[config.mk]
export PLATFORM = sky130hd
export DESIGN_NAME = excess3_to_bcd_seq
export DESIGN_NICKNAME = d
export VERILOG_FILES = /design/src/rtl/excess3_pkg.sv /design/src/rtl/excess3_digit_dec.sv /design/src/rtl/excess3_to_bcd_seq.sv
export SDC_FILE = /design/constraint.sdc
export NUM_CORES = 1
export LEC_CHECK = 0
export ABC_CLOCK_PERIOD_IN_PS = 3600
export CAP_MARGIN = 30
export CORE_MARGIN = 2
export CORE_UTILIZATION = 40
export DETAILED_ROUTE_END_ITERATION = 6
export HOLD_SLACK_MARGIN = 0.06
export PLACE_DENSITY = 0.78
export SETUP_SLACK_MARGIN = 0.05
export SYNTH_ARGS = -nofsm -noshare
export SYNTH_HDL_FRONTEND = slang
export SYNTH_SLANG_ARGS = --single-unit
export TNS_END_PERCENT = 20
[constraint.sdc]
create_clock -name clk -period 3.6 [get_ports clk]
set_clock_uncertainty 0.05 [all_clocks]
set_input_delay 0.9 -clock clk [delete_from_list [all_inputs] [get_ports clk]]
set_output_delay 0.9 -clock clk [all_outputs]
set_load 0.02 [all_outputs]
[src/rtl/excess3_pkg.sv]
// excess3_pkg: Excess-3 code constants and the sequencer state type shared by encoder and decoder wrappers
package excess3_pkg;
    localparam logic [3:0] E3_OFFSET = 4'd3;
    localparam logic [3:0] E3_MIN    = 4'b0011;
    localparam logic [3:0] E3_MAX    = 4'b1100;
    typedef enum logic [1:0] {IDLE, CONV, DONE} state_t;
endpackage

[src/rtl/excess3_digit_dec.sv]
// excess3_digit_dec: combinational single-digit Excess-3 to BCD decoder
//   code : 4-bit Excess-3 code in
//   bcd  : decoded BCD digit, 0 for an invalid code
//   inv  : high when code is outside 0011..1100
module excess3_digit_dec
    import excess3_pkg::*;
(
    input  logic [3:0] code,
    output logic [3:0] bcd,
    output logic       inv
);
    always_comb begin
        inv = code < E3_MIN || code > E3_MAX;
        bcd = inv ? 4'd0 : code - E3_OFFSET;
    end
endmodule

[src/rtl/excess3_to_bcd_seq.sv]
// excess3_to_bcd_seq: multi-digit Excess-3 to BCD decoder, one digit per clock
//   clk, rst            : clock, async active-high reset
//   in_valid/in_ready   : input handshake, ready only in IDLE
//   e3_in               : packed Excess-3 word, digit k at [4k+3:4k]
//   out_valid/out_ready : output handshake, valid only in DONE
//   bcd_out, err_mask   : packed BCD result and per-digit invalid-code flags
//   err                 : OR of err_mask, registered on entry to DONE
module excess3_to_bcd_seq
    import excess3_pkg::*;
#(
    parameter int DIGITS = 4
) (
    input  logic                clk,
    input  logic                rst,
    input  logic                in_valid,
    output logic                in_ready,
    input  logic [4*DIGITS-1:0] e3_in,
    output logic                out_valid,
    input  logic                out_ready,
    output logic [4*DIGITS-1:0] bcd_out,
    output logic [DIGITS-1:0]   err_mask,
    output logic                err
);
    localparam int IW = DIGITS > 1 ? $clog2(DIGITS) : 1;
    state_t state, state_nx;
    logic [IW-1:0] idx;
    logic [4*DIGITS-1:0] e3_q;
    logic [3:0] cur, dig_bcd;
    logic dig_inv, last;
    assign cur = e3_q[4*idx +: 4];
    assign last = idx == IW'(DIGITS - 1);
    assign in_ready = state == IDLE;
    assign out_valid = state == DONE;
    excess3_digit_dec u_dec (
        .code(cur),
        .bcd (dig_bcd),
        .inv (dig_inv)
    );
    always_comb begin
        state_nx = state;
        if (state == IDLE && in_valid)
            state_nx = CONV;
        else if (state == CONV && last)
            state_nx = DONE;
        else if (state == DONE && out_ready)
            state_nx = IDLE;
    end
    always_ff @(posedge clk or posedge rst)
        if (rst)
            state <= IDLE;
        else
            state <= state_nx;
    always_ff @(posedge clk or posedge rst)
        if (rst) begin
            idx      <= '0;
            e3_q     <= '0;
            bcd_out  <= '0;
            err_mask <= '0;
            err      <= 1'b0;
        end else if (state == IDLE && in_valid) begin
            idx      <= '0;
            e3_q     <= e3_in;
            bcd_out  <= '0;
            err_mask <= '0;
            err      <= 1'b0;
        end else if (state == CONV) begin
            bcd_out[4*idx +: 4] <= dig_bcd;
            err_mask[idx]       <= dig_inv;
            idx                 <= last ? '0 : idx + 1'b1;
            // the last digit's flag is not in err_mask yet, so fold it in here
            if (last)
                err <= |err_mask | dig_inv;
        end
endmodule
* Yosys cells after proc, flatten, opt, wreduce, memory -nomap -nowiden
Cells that the tools add are included.
Operators by class: $add $sub $neg 3, multiply operators 0, divide/modulo/power cells 0, order comparisons 4, eq/ne operators 3, shifts and indexed selects 3, muxes and demuxes 18, bitwise logic cells 1, reductions and logical operators 11
Operator list (number):
- 4-bit negator with 34-bit output | 1
- 4-bit by 34-bit variable shift with 16-bit output, first input constant | 1
- 4-bit by 34-bit variable part select with 16-bit output | 1
- 16-bit two-way mux | 2
- 16-bit bitwise mux | 1
- 16-bit by 5-bit variable part select with 4-bit output | 1
- 2-bit two-way mux | 6
- 4-bit two-way mux | 3
- 4-bit bitwise mux | 1
- 2-bit equality test, second input constant | 2
- 4-bit greater-than comparator, second input constant | 1
- 1-bit logical AND | 4
- 4-bit by 2-bit < comparator with 1-bit output, second input constant | 1
- 1-bit two-way mux | 4
- 2-bit nonzero test | 2
- 4-bit OR reduction | 1
- 4-bit by 2-bit subtractor with 4-bit output, second input constant | 1
- 2-bit by 3-bit < comparator with 1-bit output, second input constant | 1
- 3-bit nonzero test | 1
- 2-bit by 1-bit adder with 2-bit output, second input constant | 1
- 1-bit demux with 2-bit select | 1
- 2-bit by 1-bit equality test with 1-bit output, second input constant | 1
- 2-bit by 1-bit greater-or-equal comparator with 1-bit output, second input constant | 1
- 2-bit zero test | 1
- 3 further kinds | 3
Storage, ports and cells: register bits after elaboration 41, bits in latches 0, bits in writable memories 0, ROM bits 0, input port bits 20, output and inout bits 23, memories 0

* Logic depth before layout (Yosys ltp)
depth after elaboration 8, mapped depth 10, mapped depth without buffers 9

* Modules after synthesis
Synthesis repeated with hierarchy kept, for this count alone.
Second synthesis, totals: cells, all modules 165, area total of the unflattened synthesis 2133.3 µm²
By module, submodules not included:
- excess3_to_bcd_seq | instances 1, cells an instance 148, area an instance 2025.7 µm², seq. area each 1026.0 µm²
- excess3_digit_dec | instances 1, cells an instance 17, area an instance 107.6 µm², seq. area each 0.0 µm²

* Least setup slack after synthesis
Ideal clock, no wire load.
path kind register -> register, start point register idx[0], end point register bcd_out[1], arrival 1.903 ns, slack 1.525 ns, cell stages (with the launch flop) 8, buffers on the path 2, clock period less this slack 2.075 ns, path through dfrtp_1 > buf_6 > mux4_2 > ha_1 > nor2_1 > o21bai_4 > buf_6 > a32o_1
Between the ends: longest elaborated chain between the ends 8
RTL lines:
- start: declaration | line excess3_to_bcd_seq.sv:26 | logic [IW-1:0] idx;
- start signal: assignment | line excess3_to_bcd_seq.sv:69 | idx <= last ? '0 : idx + 1'b1;
- 16-bit by 5-bit variable part select with 4-bit output | line excess3_to_bcd_seq.sv:30 | assign cur = e3_q[4*idx +: 4];
- 4-bit by 2-bit < comparator with 1-bit output / 4-bit greater-than comparator (equally long branches) | line excess3_digit_dec.sv:13 | inv = code < E3_MIN || code > E3_MAX;
- 1-bit logical OR | line excess3_digit_dec.sv:13
- 4-bit two-way mux | line excess3_digit_dec.sv:14 | bcd = inv ? 4'd0 : code - E3_OFFSET;
- 4-bit by 34-bit variable part select with 16-bit output | line excess3_to_bcd_seq.sv:67 | bcd_out[4*idx +: 4] <= dig_bcd;
- 16-bit bitwise mux * | line excess3_to_bcd_seq.sv:67
- 16-bit two-way mux * | line excess3_to_bcd_seq.sv:66 | end else if (state == CONV) begin
- 16-bit two-way mux * | line excess3_to_bcd_seq.sv:60 | end else if (state == IDLE && in_valid) begin
- end signal: indexed assignment | line excess3_to_bcd_seq.sv:67
- end: declaration | line excess3_to_bcd_seq.sv:20 | output logic [4*DIGITS-1:0] bcd_out,
Every way passes the cells marked *; elsewhere a longest branch is shown, timed or not. The select of a mux whose other input is x is not followed. A chain may end at the register's enable or synchronous reset.

* Final worst setup path
start point register idx[0], end point register bcd_out[15]
The elaborated chain is that of the path after synthesis.

==> impl_metrics.ini <==
[run_status]
outcome = finished, final reports clean

[clocking]
clock_path_buffers = 2
cts.repair.resized = 0
tritoncts.num_buffers = 5
cts.hold.buffers_added = 0
cts_sinks = 41
root_buffer = clkbuf_8
clk_pin_slew_ns = 0.07
htreeDepth = 2
post_cts.repair.setup_buffers = 0
cts_tree = done
clkLatencyLatePin_ns = 0.30

[pwr]
peakVddDrop_mv = 0.3321
leakagePower_uw = 0.001039
cellPowerDensity_nw_per_um2 = 955.3

[sta]
finalHoldViolCount = 0
finalCritPeriodShare = 0.7058
drv_slew = 0
fmax_mhz = 393.6
hold_slack_ns = 0.4344
rsz0062_at_grt = no
tns_ns = 0
setup_violations = 0
min_period_ns = 2.541
slew_headroom = 0.4251
worst_pin_slew_ns = 0.8605

[grt]
overflow = 0
grt_pass1_vias = 1360
antenna_found_initial = 0
grt_pass1_wl_um = 6382
track_usage = 0.1576
grt_max_degree = 42

[logic_synthesis]
postSynthAreaPerCell_um2 = 12.06
ys_seq_area_frac = 0.5352
ys.flop_type = dfrtp_1
netlist-cell-type-count = 31
ys_ff_latch = 41
ys_warn_count = 0
synth_area_um2 = 1917
yosysTopAreaCell = dfrtp_1
yosys.area.top_type_share = 0.5352
synth.area.top_cells = dfrtp_1 (54%), mux2_2 (9.4%), a32o_1 (4.2%)
synth-edff-count = 0
syn-num-nets = 185
synth_cells = 159
synthArstFlopShare = 1.000

[layout]
area_delta_synth_final_pct = 28.66
fin_cells = 258
antenna_cells = 0
final_layout_size_suffix_gt1_frac = 0.1520
fin_nets = 230

[drt]
dr.pass1.iters = 4
drt_iter0_drc = 107
vias = 1376
via_per_inst = 5.333
drc = 0
drt_wl_total_um = 3745
postRouteAntennaNets = 0
wl_per_cell_um = 14.52

[critical_path]
start_kind = register
arrival_ns = 2.70
crit_chain = inv_1 > nand2_1 > o21ai_4 > inv_1 > ha_1 > inv_1 > a2111oi_0 > a311oi_1 > o21ai_0
end_kind = register
cp_max_fo = 12
worstSetupPathType = reg2reg
crit_slowest_cell = dfrtp_1
cp_common_cell = inv_1
worst_ep_required_time_ns = 3.76
slowest_delay_ns = 0.63

[place]
gp_congestion = 0.7980
dp_cells = 251
hpwl_um = 2844
port_buffers = 42

[floorplan]
die_w_um = 73.23
start_util = 0.4113
die_y_um = 73.23
dieArea_um2 = 5362
placementRows = 25
io_pins = 43
core_um2 = 4661

[job]
maxCapViolations = 0

[hold_path]
hold_class = reg2reg
-- layout make-up --
class | count | area [um^2]
clock buffer | 7 | 86.33
inverter | 10 | 37.54
multi-input combinational | 102 | 813.3
tap | 54 | 67.56
sequential | 41 | 1026
fill | 408 | 2195
timing repair buffer | 44 | 435.4
-- cell usage after synthesis, drive strengths merged (3+ instances only) --
| master | instances |
|---|---|
| dfrtp | 41 |
| mux2 | 17 |
| nand2 | 17 |
| o21ai | 14 |
| inv | 10 |
| a21oi | 9 |
| a32o | 8 |
| ha | 6 |
| nor2 | 4 |
| buf | 3 |
| clkbuf | 3 |
| mux4 | 3 |
| nor3 | 3 |
-- critical path: cells and delay by family, from the launching register on --
kind / cells / cell delay (ns)
compound gates: 4 / 0.97
flops: 1 / 0.63
buf+inv: 3 / 0.42
fa+ha+maj: 1 / 0.21
simple gates: 1 / 0.17
-- final timing paths --
| check | startpoint | endpoint | slack (ns) | cells after the start |
|---|---|---|---|---|
| min in group asynchronous | rst | e3_q[0] | 0.97 | 3 |
| max in group asynchronous | rst | e3_q[2] | 2.18 | 3 |
| setup reg to reg | idx[0] | bcd_out[15] | 1.06 | 9 |
| hold reg to reg | bcd_out[10] | bcd_out[10] | 0.43 | 2 |
| setup / recovery | idx[0] | bcd_out[15] | 1.06 | 9 |
| hold / removal | bcd_out[10] | bcd_out[10] | 0.43 | 2 |
-- cell families after synthesis --
group / after synthesis / synth area share
buf+inv: 16 / 0.04308
flops: 41 / 0.5352
simple gates: 36 / 0.09203
fa+ha+maj: 6 / 0.03916
compound gates: 39 / 0.1482
mux: 21 / 0.1423
-- registers in the layout (all words and copies together), names as in the netlist --
signal / flops
state: 2
err: 1
err_mask: 4
bcd_out: 16
e3_q: 16
idx: 2
-- through the flow --
stage	cell area [um^2]	power, uW	util	setup slack (ns)
after global placement	2380	2038	0.5106	1.163
after CTS	2466	2378	0.5291	1.052
after global routing	2466	2549	0.5291	0.7985
after floorplan	1917	1712	-	1.525
final	2466	2356	0.5291	1.059
after detailed placement	2380	2076	0.5106	1.077
-- routing by layer --
layer | vias to the layer above | routed length (um) | share of wire | track usage
li1 | 668 | - | - | -
met1 | 663 | 1802 | 0.48 | 0.2029
met2 | 39 | 1695 | 0.45 | 0.2543
met3 | 6 | 189 | 0.050 | 0.04834
met4 | 0 | 57 | 0.015 | 0.04938
met5 | - | 0 | 0 | 0
-- cell usage in the layout, fill, tap and decap left out, types with 3 or more instances in the layout --
cell type and n:
clkdlybuf4s50_1 42, dfrtp_1 41, nand2_1 17, mux2_2 16, o21ai_0 13, inv_1 10
a21oi_1 9, a32o_1 8, ha_1 6, clkbuf_8 6, nor2_1 4, mux4_2 3
nor3_1 3
-- report_power, final --
part	switching, uW	internal, uW	total (uW)
Clock	148	152	300
Sequential	158	664	822
Combinational	667	567	1230
Note: power is estimated with default switching activity, not from simulation.
==> variant, RTL diff (same settings) <==
Put one more register stage on the output `err_mask`. The value now appears one clock later. The other outputs are not delayed to match. Comments in the files are not updated.
--- a/src/rtl/excess3_to_bcd_seq.sv
+++ b/src/rtl/excess3_to_bcd_seq.sv
@@ -24,2 +24,4 @@
     localparam int IW = DIGITS > 1 ? $clog2(DIGITS) : 1;
+
+    logic [DIGITS-1:0] err_mask_s0;
     state_t state, state_nx;
@@ -57,3 +59,3 @@
             bcd_out  <= '0;
-            err_mask <= '0;
+            err_mask_s0 <= '0;
             err      <= 1'b0;
@@ -63,3 +65,3 @@
             bcd_out  <= '0;
-            err_mask <= '0;
+            err_mask_s0 <= '0;
             err      <= 1'b0;
@@ -67,3 +69,3 @@
             bcd_out[4*idx +: 4] <= dig_bcd;
-            err_mask[idx]       <= dig_inv;
+            err_mask_s0[idx]       <= dig_inv;
             idx                 <= last ? '0 : idx + 1'b1;
@@ -71,4 +73,8 @@
             if (last)
-                err <= |err_mask | dig_inv;
+                err <= |err_mask_s0 | dig_inv;
         end
+    always_ff @(posedge clk) begin
+        err_mask <= err_mask_s0;
+    end
+
 endmodule
Function: changed (a bounded check fails within 4 cycles, from zero or initial values and one cycle with rst high).
==> variant against the unedited design <==
Final area is 3.1% higher. Worst setup slack better by 82 ps. Fmax is 3.3% higher. Power is 2.8% lower. Die area is 2.7% higher. Core utilization is 0.94 points higher. Synthesized area is 2.8% higher. Routed wire length is 1.1% higher. Sequential cell count is 4 higher.
==> variant: results (changes against the unedited design) <==
.. list-table::
   :header-rows: 1

   * - Metric
     - Value
   * - Vias after detailed routing
     - 1383 (+0.51%)
   * - Port buffer count
     - 42 (unchanged)
   * - Critical path startpoint
     - state[0]
   * - Maximum buffer depth of the clock tree
     - 2 (unchanged)
   * - List of most frequent post-synthesis cells
     - dfrtp_1, nand2_1, mux2_2
   * - Global-route wire length before repair
     - 6310 um (-1.1%)
   * - Maximum number of pins on one net before global-route repair
     - 42 (unchanged)
   * - Register area share after synthesis
     - 56.1% (+2.6 points)
   * - Top_reg_cell synth
     - dfrtp_1
   * - CTS-repair resized insts
     - 0 (unchanged)
   * - Crit path largest cell delay
     - 610 ps (-20 ps)
   * - Worst R2R Start
     - idx[0]
   * - First drt pass iteration count
     - 4 (unchanged)
   * - Synthesized netlist net count
     - 185 (unchanged)
   * - Headroom to the max-slew limit
     - 52.2% (+9.7 points)
   * - Post-synthesis share of cell area spent on xor and xnor gates
     - 0% (unchanged)
   * - Layout Nets
     - 231 (+0.43%)
   * - Outcome
     - finished, final reports clean
   * - Min-delay worst type
     - reg2reg
   * - Synth Warn #
     - 0 (unchanged)
   * - Top cells by area in the synthesized netlist
     - dfrtp_1, mux2_2, mux4_2
   * - Antenna fix cells
     - 0 (unchanged)
   * - DP HPWL
     - 2780 um (-2.2%)
   * - Leakage
     - 0.00108 uW (+3.8%)
   * - Clock root buffer
     - clkbuf_8
   * - Proportion of synthesized area in mux cells
     - 13.7% (-0.52 points)
   * - Largest registers ranked by flip-flop count
     - bcd_out: 16 flops, e3_q: 16 flops
   * - Clock latency on the worst-skew pair
     - 300 ps (about the same)
   * - Largest delay contributor family on the critical path
     - buffers and inverters
   * - Count of unique library cells instantiated by Yosys
     - 32 (+3.2%)
   * - Clock slew at reported path FFs
     - 80 ps
   * - Worst-path fanout max
     - 8 (-4)
   * - Total GRT Usage
     - 15.4% (-0.36 points)
   * - Overall die area
     - 5500 um^2 (+2.7%)
   * - Area share of fa/ha/maj cells after synthesis
     - 3.81% (-0.11 points)
   * - Compound-cell area share of the yosys netlist
     - 12.8% (-2.1 points)
   * - Slowest stage cell on the critical path
     - clkdlybuf4s50_1
   * - Num CTS Buffers
     - 5 (unchanged)
   * - Worst hold path startpoint
     - err_mask_s0[3]
   * - Count of final hold-check violations
     - 0 (unchanged)
   * - Fraction of synthesis flops using an asynchronous set or reset pin
     - 91.1% (-8.9 points)
   * - CTS HTree Levels
     - 2 (unchanged)
   * - Layout cells sized above 1
     - 17.0% (+1.8 points)
   * - Via count of the first global-routing pass
     - 1280 (-5.9%)
   * - Peak supply drop
     - 0.360 mV (+8.4%)
   * - GPL Wtd Cong
     - 0.864 (+8.3%)
   * - Detail-routed net length per standard cell
     - 13.9 um (-4.5%)
   * - Number of setup buffers added after CTS
     - 0 (unchanged)
   * - Antenna violations before repair
     - 0 (unchanged)
   * - Detailed router's first-iteration violation count
     - 101 (-5.6%)
variant: changes by cell type in the layout (fill, tap and decap cells not counted), moves of 2 or more:
cell      change
dfxtp_1       +4
clkinv_2      +2
a32o_1        -2
nor3_1        -2
a21oi_1       -3
nand2_1       +2
nor2b_1       +2
o21ai_0       -4
o21ai_1       +4
variant: cell type report:
class | instances | area, um^2
clock buffer | 6 | 72.6
tap | 67 | 83.8
clock inverter | 2 | 10.0
multi-input combinational | 100 | 802
fill | 415 | 2180
inverter | 9 | 33.8
timing repair buffer | 44 | 435
sequential | 45 | 1110
variant: where the power goes:
group / internal [uW] / leakage, uW / total [uW] / switching, uW
Clock: 135 / 0.0000450 / 298 / 164
Combinational: 525 / 0.000475 / 1160 / 632
Sequential: 699 / 0.000558 / 835 / 136
Total: 1360 / 0.00108 / 2290 / 932
variant: logic make-up (layout without fill, tap and decap cells):
logic type / after synthesis / count (layout)
compound gates: 35 / 35
fa+ha+maj: 6 / 6
buf+inv: 14 / 61
flops: 45 / 45
mux: 20 / 20
simple gates: 39 / 39
variant: final timing paths:
| check | endpoint | slack, ps | depth (start not counted) |
|---|---|---|---|
| worst min-delay path | err_mask[3] | 340 | 0 |
| min in group asynchronous | e3_q[8] | 970 | 3 |
| worst max register to register | err_mask_s0[0] | 1150 | 6 |
| max in group asynchronous | e3_q[14] | 2170 | 3 |
| worst min register to register | err_mask[3] | 340 | 0 |
| worst max-delay path | out_valid | 1140 | 2 |
variant: metrics by stage:
step | power [uW] | instance area (um^2) | setup WS, ps | instances | hold WS [ps]
after floorplan | 1680 | 1970 | 1510 | 159 | 309
after global placement | 1970 | 2460 | 1170 | 265 | 320
after detailed placement | 2000 | 2460 | 1120 | 265 | 325
after CTS | 2300 | 2540 | 1120 | 273 | 342
after global routing | 2450 | 2540 | 941 | 273 | 355
final | 2290 | 2540 | 1140 | 273 | 339
variant: layer usage:
layer  vias up  routed length (um)  track usage, %
li1        663                   -               -
met1       671                1750            20.5
met2        43                1790            23.8
met3         6                 181            4.47
met4         0                  69            6.26
met5         -                   0               0
